### src/rtl/pattern_test_pkg.sv
// Shared definitions for the pattern test controller: FSM states, LFSR seeds
// and tap masks, plus a saturating counter helper.
package pattern_test_pkg;

  typedef enum logic [2:0] {
    ST_IDLE   = 3'd0,
    ST_WRITE  = 3'd1,
    ST_RESEED = 3'd2,
    ST_READ   = 3'd3,
    ST_FINISH = 3'd4
  } state_t;

  localparam int DATA_W = 32;
  localparam int ADDR_W = 10;
  localparam int ERR_W  = 16;

  localparam logic [DATA_W-1:0] DATA_SEED = 32'hFFFF_FFFF;
  localparam logic [ADDR_W-1:0] ADDR_SEED = 10'h3FF;

  // Bit i set means n[i] additionally XORs in the old MSB (bit 0 always takes the MSB).
  localparam logic [DATA_W-1:0] DATA_TAPS = 32'h0040_0006;
  localparam logic [ADDR_W-1:0] ADDR_TAPS = 10'h008;

  function automatic logic [ERR_W-1:0] sat_inc(input logic [ERR_W-1:0] val);
    logic [ERR_W-1:0] res;
    if (val == 16'hFFFF) begin
      res = val;
    end else begin
      res = val + 16'd1;
    end
    return res;
  endfunction

endpackage

### src/rtl/lfsr_step.sv
// Galois-style LFSR register with seed load (priority) and step enable;
// also exposes the next value so callers can pre-register it.
module lfsr_step #(
  parameter int               WIDTH = 32,
  parameter logic [WIDTH-1:0] TAPS  = {WIDTH{1'b0}},
  parameter logic [WIDTH-1:0] SEED  = {WIDTH{1'b1}}
) (
  input  logic             clk,
  input  logic             rstn,
  input  logic             load,
  input  logic             en,
  output logic [WIDTH-1:0] state,
  output logic [WIDTH-1:0] next
);

  logic [WIDTH-1:0] state_r;
  logic [WIDTH-1:0] next_s;

  // Rotate left, then fold the old MSB into the tap positions.
  always_comb begin
    next_s = {state_r[WIDTH-2:0], state_r[WIDTH-1]} ^ (TAPS & {WIDTH{state_r[WIDTH-1]}});
  end

  // State register: reset and load both return to the seed.
  always_ff @(posedge clk or negedge rstn) begin
    if (!rstn) begin
      state_r <= SEED;
    end else if (load) begin
      state_r <= SEED;
    end else if (en) begin
      state_r <= next_s;
    end else begin
      state_r <= state_r;
    end
  end

  assign state = state_r;
  assign next  = next_s;

endmodule

### src/rtl/pattern_test_ctrl.sv
// Memory pattern tester: writes an LFSR data stream to LFSR addresses, then
// reads them back in the same order and counts mismatches.
module pattern_test_ctrl
  import pattern_test_pkg::*;
#(
  parameter int NUM_OPS = 16
) (
  input  logic        clk,
  input  logic        rstn,
  input  logic        start,
  output logic        busy,
  output logic        done,
  output logic        pass,
  output logic [15:0] err_count,
  output logic [9:0]  first_fail_addr,
  output logic        mem_req,
  output logic        mem_we,
  output logic [9:0]  mem_addr,
  output logic [31:0] mem_wdata,
  input  logic        mem_ack,
  input  logic [31:0] mem_rdata
);

  localparam logic [9:0] LAST_OP = 10'(NUM_OPS - 1);

  state_t             state_r;
  logic [9:0]         op_cnt_r;
  logic               busy_r;
  logic               done_r;
  logic               pass_r;
  logic [ERR_W-1:0]   err_count_r;
  logic [ADDR_W-1:0]  first_fail_addr_r;
  logic               err_seen_r;
  logic               mem_req_r;
  logic               mem_we_r;
  logic [ADDR_W-1:0]  mem_addr_r;
  logic [DATA_W-1:0]  mem_wdata_r;

  logic               ack_s;
  logic               reseed_s;
  logic               mismatch_s;
  logic [ERR_W-1:0]   err_next_s;
  logic [DATA_W-1:0]  data_q_s;
  logic [DATA_W-1:0]  data_next_s;
  logic [ADDR_W-1:0]  addr_q_s;
  logic [ADDR_W-1:0]  addr_next_s;

  // Handshake qualification, seed reloads and read-back comparison.
  always_comb begin
    ack_s      = mem_req_r & mem_ack;
    reseed_s   = ((state_r == ST_IDLE) && start) || (state_r == ST_RESEED);
    mismatch_s = (state_r == ST_READ) && ack_s && (mem_rdata != data_q_s);
    if (mismatch_s) begin
      err_next_s = sat_inc(err_count_r);
    end else begin
      err_next_s = err_count_r;
    end
  end

  lfsr_step #(
    .WIDTH (DATA_W),
    .TAPS  (DATA_TAPS),
    .SEED  (DATA_SEED)
  ) u_data_lfsr (
    .clk   (clk),
    .rstn  (rstn),
    .load  (reseed_s),
    .en    (ack_s),
    .state (data_q_s),
    .next  (data_next_s)
  );

  lfsr_step #(
    .WIDTH (ADDR_W),
    .TAPS  (ADDR_TAPS),
    .SEED  (ADDR_SEED)
  ) u_addr_lfsr (
    .clk   (clk),
    .rstn  (rstn),
    .load  (reseed_s),
    .en    (ack_s),
    .state (addr_q_s),
    .next  (addr_next_s)
  );

  // Control FSM; the request registers mirror the LFSRs by loading their next values on ack.
  always_ff @(posedge clk or negedge rstn) begin
    if (!rstn) begin
      state_r           <= ST_IDLE;
      op_cnt_r          <= 10'd0;
      busy_r            <= 1'b0;
      done_r            <= 1'b0;
      pass_r            <= 1'b0;
      err_count_r       <= 16'h0000;
      first_fail_addr_r <= 10'h000;
      err_seen_r        <= 1'b0;
      mem_req_r         <= 1'b0;
      mem_we_r          <= 1'b0;
      mem_addr_r        <= 10'h000;
      mem_wdata_r       <= 32'h0000_0000;
    end else begin
      done_r <= 1'b0;
      case (state_r)
        ST_IDLE: begin
          if (start) begin
            state_r           <= ST_WRITE;
            op_cnt_r          <= 10'd0;
            busy_r            <= 1'b1;
            pass_r            <= 1'b0;
            err_count_r       <= 16'h0000;
            first_fail_addr_r <= 10'h000;
            err_seen_r        <= 1'b0;
            mem_req_r         <= 1'b1;
            mem_we_r          <= 1'b1;
            mem_addr_r        <= ADDR_SEED;
            mem_wdata_r       <= DATA_SEED;
          end
        end
        ST_WRITE: begin
          if (ack_s) begin
            if (op_cnt_r == LAST_OP) begin
              state_r   <= ST_RESEED;
              op_cnt_r  <= 10'd0;
              mem_req_r <= 1'b0;
              mem_we_r  <= 1'b0;
            end else begin
              op_cnt_r    <= op_cnt_r + 10'd1;
              mem_addr_r  <= addr_next_s;
              mem_wdata_r <= data_next_s;
            end
          end
        end
        ST_RESEED: begin
          state_r    <= ST_READ;
          op_cnt_r   <= 10'd0;
          mem_req_r  <= 1'b1;
          mem_we_r   <= 1'b0;
          mem_addr_r <= ADDR_SEED;
        end
        ST_READ: begin
          if (ack_s) begin
            err_count_r <= err_next_s;
            if (mismatch_s && !err_seen_r) begin
              first_fail_addr_r <= addr_q_s;
              err_seen_r        <= 1'b1;
            end
            if (op_cnt_r == LAST_OP) begin
              state_r   <= ST_FINISH;
              op_cnt_r  <= 10'd0;
              mem_req_r <= 1'b0;
              busy_r    <= 1'b0;
              done_r    <= 1'b1;
              pass_r    <= (err_next_s == 16'h0000);
            end else begin
              op_cnt_r   <= op_cnt_r + 10'd1;
              mem_addr_r <= addr_next_s;
            end
          end
        end
        ST_FINISH: begin
          state_r <= ST_IDLE;
        end
        default: begin
          state_r   <= ST_IDLE;
          busy_r    <= 1'b0;
          mem_req_r <= 1'b0;
          mem_we_r  <= 1'b0;
        end
      endcase
    end
  end

  assign busy            = busy_r;
  assign done            = done_r;
  assign pass            = pass_r;
  assign err_count       = err_count_r;
  assign first_fail_addr = first_fail_addr_r;
  assign mem_req         = mem_req_r;
  assign mem_we          = mem_we_r;
  assign mem_addr        = mem_addr_r;
  assign mem_wdata       = mem_wdata_r;

endmodule

### config.mk
export PLATFORM = sky130hd
export DESIGN_NAME = pattern_test_ctrl
export DESIGN_NICKNAME = d
export VERILOG_FILES = /design/src/rtl/pattern_test_pkg.sv /design/src/rtl/lfsr_step.sv /design/src/rtl/pattern_test_ctrl.sv
export SDC_FILE = /design/constraint.sdc
export NUM_CORES = 1
export LEC_CHECK = 0
export BUFFER_PORTS_ARGS = -buffer_cell sky130_fd_sc_hd__buf_2
export CORE_ASPECT_RATIO = 0.9
export CORE_MARGIN = 10
export CORE_UTILIZATION = 40
export CTS_BUF_LIST = sky130_fd_sc_hd__clkbuf_4 sky130_fd_sc_hd__clkbuf_8 sky130_fd_sc_hd__clkbuf_16
export CTS_CLUSTER_SIZE = 30
export DETAILED_ROUTE_END_ITERATION = 7
export GPL_TIMING_DRIVEN = 0
export PLACE_DENSITY_LB_ADDON = 0.2
export SLEW_MARGIN = 20
export SYNTH_ARGS = -nofsm -noshare
export SYNTH_HDL_FRONTEND = slang
export SYNTH_SLANG_ARGS = --single-unit
### constraint.sdc
create_clock -name clk -period 8.1 [get_ports clk]
set_input_delay 0.405 -clock clk [delete_from_list [all_inputs] [get_ports clk]]
set_output_delay 0.405 -clock clk [all_outputs]
set_load 0.01 [all_outputs]
==> summary.md <==
| Metric | Value |
|---|---|
| Antenna Cells | 0 |
| Sink Count | 129 |
| Required time of the critical path | approximately 8.4 ns |
| CTS buffer count | 17 |
| Post-Synth XOR/XNOR Area | 0.06806 |
| F_max | approximately 280 MHz |
| Post-synthesis sequential area ratio | 0.5424 |
| Pin count of the biggest net entering global routing | 66 |
| Worst setup SP type | register |
| Max Cap Viol | 0 |
| CTS tree | done |
| Setup violators final | 0 |
| Setup WS pre-CTS | ~4.6 ns |
| Async SR Flop Fraction | 1.000 |
| Tightest Pin Transition | 0.9684 ns |
| Routed wire per std cell | roughly 18 microns |
| First-pass GRT wire length | between 20 and 30 mm |
| PnR worst setup slack | ~4.5 ns |
| Max IR drop VDD | about 0.00015 V |
| Share of layout cells above drive strength 1 | 0.2667 |
| Die area | ~20000 sq um |
| Core Region | 14770 sq um |
| CP dominant cell by count | buf_2 |
| Routed vias/inst | roughly 5.3 |
| Gr ovfl total | 0 |
| Pwr Total | 1.417 mW |
| HPWL after DPL | between 10 and 15 mm |
| Overall routed net length | around 17 mm |
| Synth Area in Compound Gates | 0.1403 |
| Hold Path Depth | 2 |
| Hold Worst Slack | roughly 0.48 ns |
| Outcome | finished clean |
| Antenna violations before repair | 0 |
| Worst path cell trace | buf_2 -> xnor2_1 -> nand4_1 -> nor4_1 -> a21oi_1 -> buf_2 -> and2_2 -> clkbuf_1 -> a211oi_1 -> a41oi_1 -> o41ai_2 |
| Post-route cell area | approximately 7500 sq um |
| HP Class | reg -> reg |
| Number of global-route vias before repair | 5106 |
| Max Transition Viols Final | 0 |
| Setup slack on the worst flop-to-flop path | between 4 and 5 ns |
| Largest family of logic cells by synthesized area | simple AND/OR/NAND/NOR gates |
| Htree depth | 4 |
| CP max stage cell | nor4_1 |
| Yosys Warn Count | 0 |
| Clock latency at the later pin of the worst-skew pair | around 0.43 ns |
| Post-CTS Hold Buffers | 1 |
| Post-Synthesis Net Count | around 650 |
| DIE WIDTH | approximately 150 microns |
| Via Count | between 4000 and 5000 |
| Initial DRC Count | roughly 370 |
| Cell Area, Synth | 6048 sq um |
| Antenna-violating nets left | 0 |
| Fin Setup TNS | 0 ns |
| Fin crit share | 0.4456 |
| Area taken by multi-input logic gates | ~2600 sq um |
| # fillers | around 1400 |
| Synth unique cells | 56 |
| Critical path type | reg -> reg |
| Final Hold Fails | 0 |
| CP top delay family | simple AND/OR/NAND/NOR gates |
| Crit path max fanout | 10 |
| Reg2reg path depth | 11 |
| CP bufs+invs | 3 |
| Post-CTS setup buffer count | 0 |
| Post_cts resized | 0 |
| Cell count after synthesis | just over 600 |
| Drt first pass iters | 5 |
| GRT Overall Usage | 0.1695 |
| IO Pins | 109 |
| Post-synth EDFFs | 0 |
| Final Util | 0.5053 |
| CTS root buffer | clkbuf_16 |
| Fin cells | roughly 950 |
| Fin nets | roughly 780 |
| CTS clk-pin slew, worst paths | roughly 0.06 ns |
| Die Ht | between 100 and 150 microns |
| Placed cell areas | about 7000 sq um |
| Total number of cells along the worst setup path | 11 |
| Flops & latches, synth | 129 |
| Synth Area in Adders | 0.004137 |
| Post-synthesis simple-gate area fraction | 0.1992 |
| Syn_area_per_cell | between 9 and 10 sq um |
| Max incr delay on CP | around 0.85 ns |
| Rel. slew slack | 0.3485 |
| Area Growth Syn to Fin | 23.36% |
| Rows | 42 |
| PwrDens | about 190 nW/um^2 |
| Starting Density | 0.4096 |
| Main flop type after synthesis | dfrtp_1 |
| Residual DRC count | 0 |
| RSZ-0062 raised after global routing | false |
| P_leak | 3.502 nW |
| Port-buffer cells | ~110 |
| Register area | about 3300 sq um |
| Kind of end point of the critical path | register |
| CTS max path bufs | 2 |
| Placed cells | 915 |
| Worst Skew | about 0.011 ns |
| Final critical-path required period | between 3 and 4 ns |
| Final GP Congestion | 0.8780 |
| Arr. time, crit path | 3.93 ns |
| Fraction of synthesized area in multiplexers | 0.01531 |
==> final cells by class <==
class	count	area share
inverter	7	0.003522
multi-input combinational	434	0.3461
sequential	129	0.4397
tap	198	0.03320
clock inverter	12	0.01476
clock buffer	20	0.06255
buffer	38	0.02130
timing repair buffer	110	0.07882
==> power breakdown <==
part           internal (mW)  total, mW  switching [mW]
logic                 0.0139     0.0347          0.0208
clock network          0.445      0.736           0.291
registers              0.646      0.646               0
==> worst min-delay path: cells and delay by family (launching register included) <==
| family | cells | cell delay (ns) |
|---|---|---|
| flip-flops | 1 | 0.34 |
| AND/OR/NAND/NOR | 1 | 0.04 |
| AO/OA/AOI/OAI | 1 | 0.06 |
==> worst paths after layout <==
kind                                    endpoint                   from
setup / recovery                            pass  u_data_lfsr.state[31]
hold / removal                       mem_addr[9]            mem_addr[9]
setup reg to reg                            pass  u_data_lfsr.state[31]
hold reg to reg                      mem_addr[9]            mem_addr[9]
max in group asynchronous  u_data_lfsr.state[18]                   rstn
min in group asynchronous            op_cnt_r[3]                   rstn
==> Yosys cell counts, drive strengths merged, types with 2 or more instances <==
cell | number | area, sq um
a21oi | 23 | 115.1
and2 | 6 | 40.03
nand2 | 110 | 412.9
mux2 | 2 | 22.52
or3 | 2 | 12.51
nand4 | 14 | 93.84
o22a | 29 | 254.0
nor2 | 34 | 127.6
or2 | 2 | 12.52
nor2b | 5 | 31.28
nand3 | 58 | 290.3
inv | 7 | 26.28
nand2b | 2 | 12.51
dfstp | 42 | 1104
dfrtp | 87 | 2177
a31oi | 7 | 43.79
ha | 2 | 25.02
o21a | 3 | 22.52
buf | 6 | 38.79
o21ai | 21 | 105.1
nor4 | 5 | 37.53
a22o | 13 | 113.9
clkbuf | 32 | 120.1
o211ai | 6 | 45.04
a211o | 2 | 17.52
xnor2 | 42 | 367.9
a21o | 3 | 22.52
xor2 | 5 | 43.79
and3 | 12 | 81.33
mux2i | 7 | 70.07
nor3 | 2 | 10.01
==> flip-flops by register name (all words and copies together) (netlist names) <==
name,flops
mem_wdata,32
u_data_lfsr.state,32
err_count,16
first_fail_addr,10
mem_addr,10
op_cnt_r,10
u_addr_lfsr.state,10
state_r,3
busy,1
done,1
err_seen_r,1
mem_req,1
mem_we,1
pass,1
==> metal layers <==
metal,global-route usage,routed length (microns),part of all wire
met2,0.2645,7806,0.47
met4,0.05229,230,0.014
met3,0.05810,1037,0.062
met1,0.2169,7648,0.46
met5,0,0,0
==> kinds of logic after synthesis <==
| kind of cell | count (synthesis) |
|---|---|
| flops | 129 |
| fa+ha+maj | 2 |
| buf+inv | 45 |
| mux | 9 |
| simple gates | 257 |
| compound gates | 119 |
| xor+xnor | 47 |
==> cells in the final DEF, fill, tap and decap left out, types with 6 or more instances in the layout <==
cell       netlist  final
a21oi_1         23     23
a22o_1          13     13
a31oi_1          7      7
and3_1          10     10
buf_2            4    111
clkbuf_1        32     32
clkbuf_16        0     17
dfrtp_1         87     87
dfstp_2         42     42
inv_1            7      7
mux2i_1          7      7
nand2_1        110    110
nand3_1         58     58
nand4_1         13     13
nor2_1          34     34
o211ai_1         6      6
o21ai_0         21     21
o22a_1          29     29
xnor2_1         42     42
No activity file was read; power rests on OpenSTA's default activity.
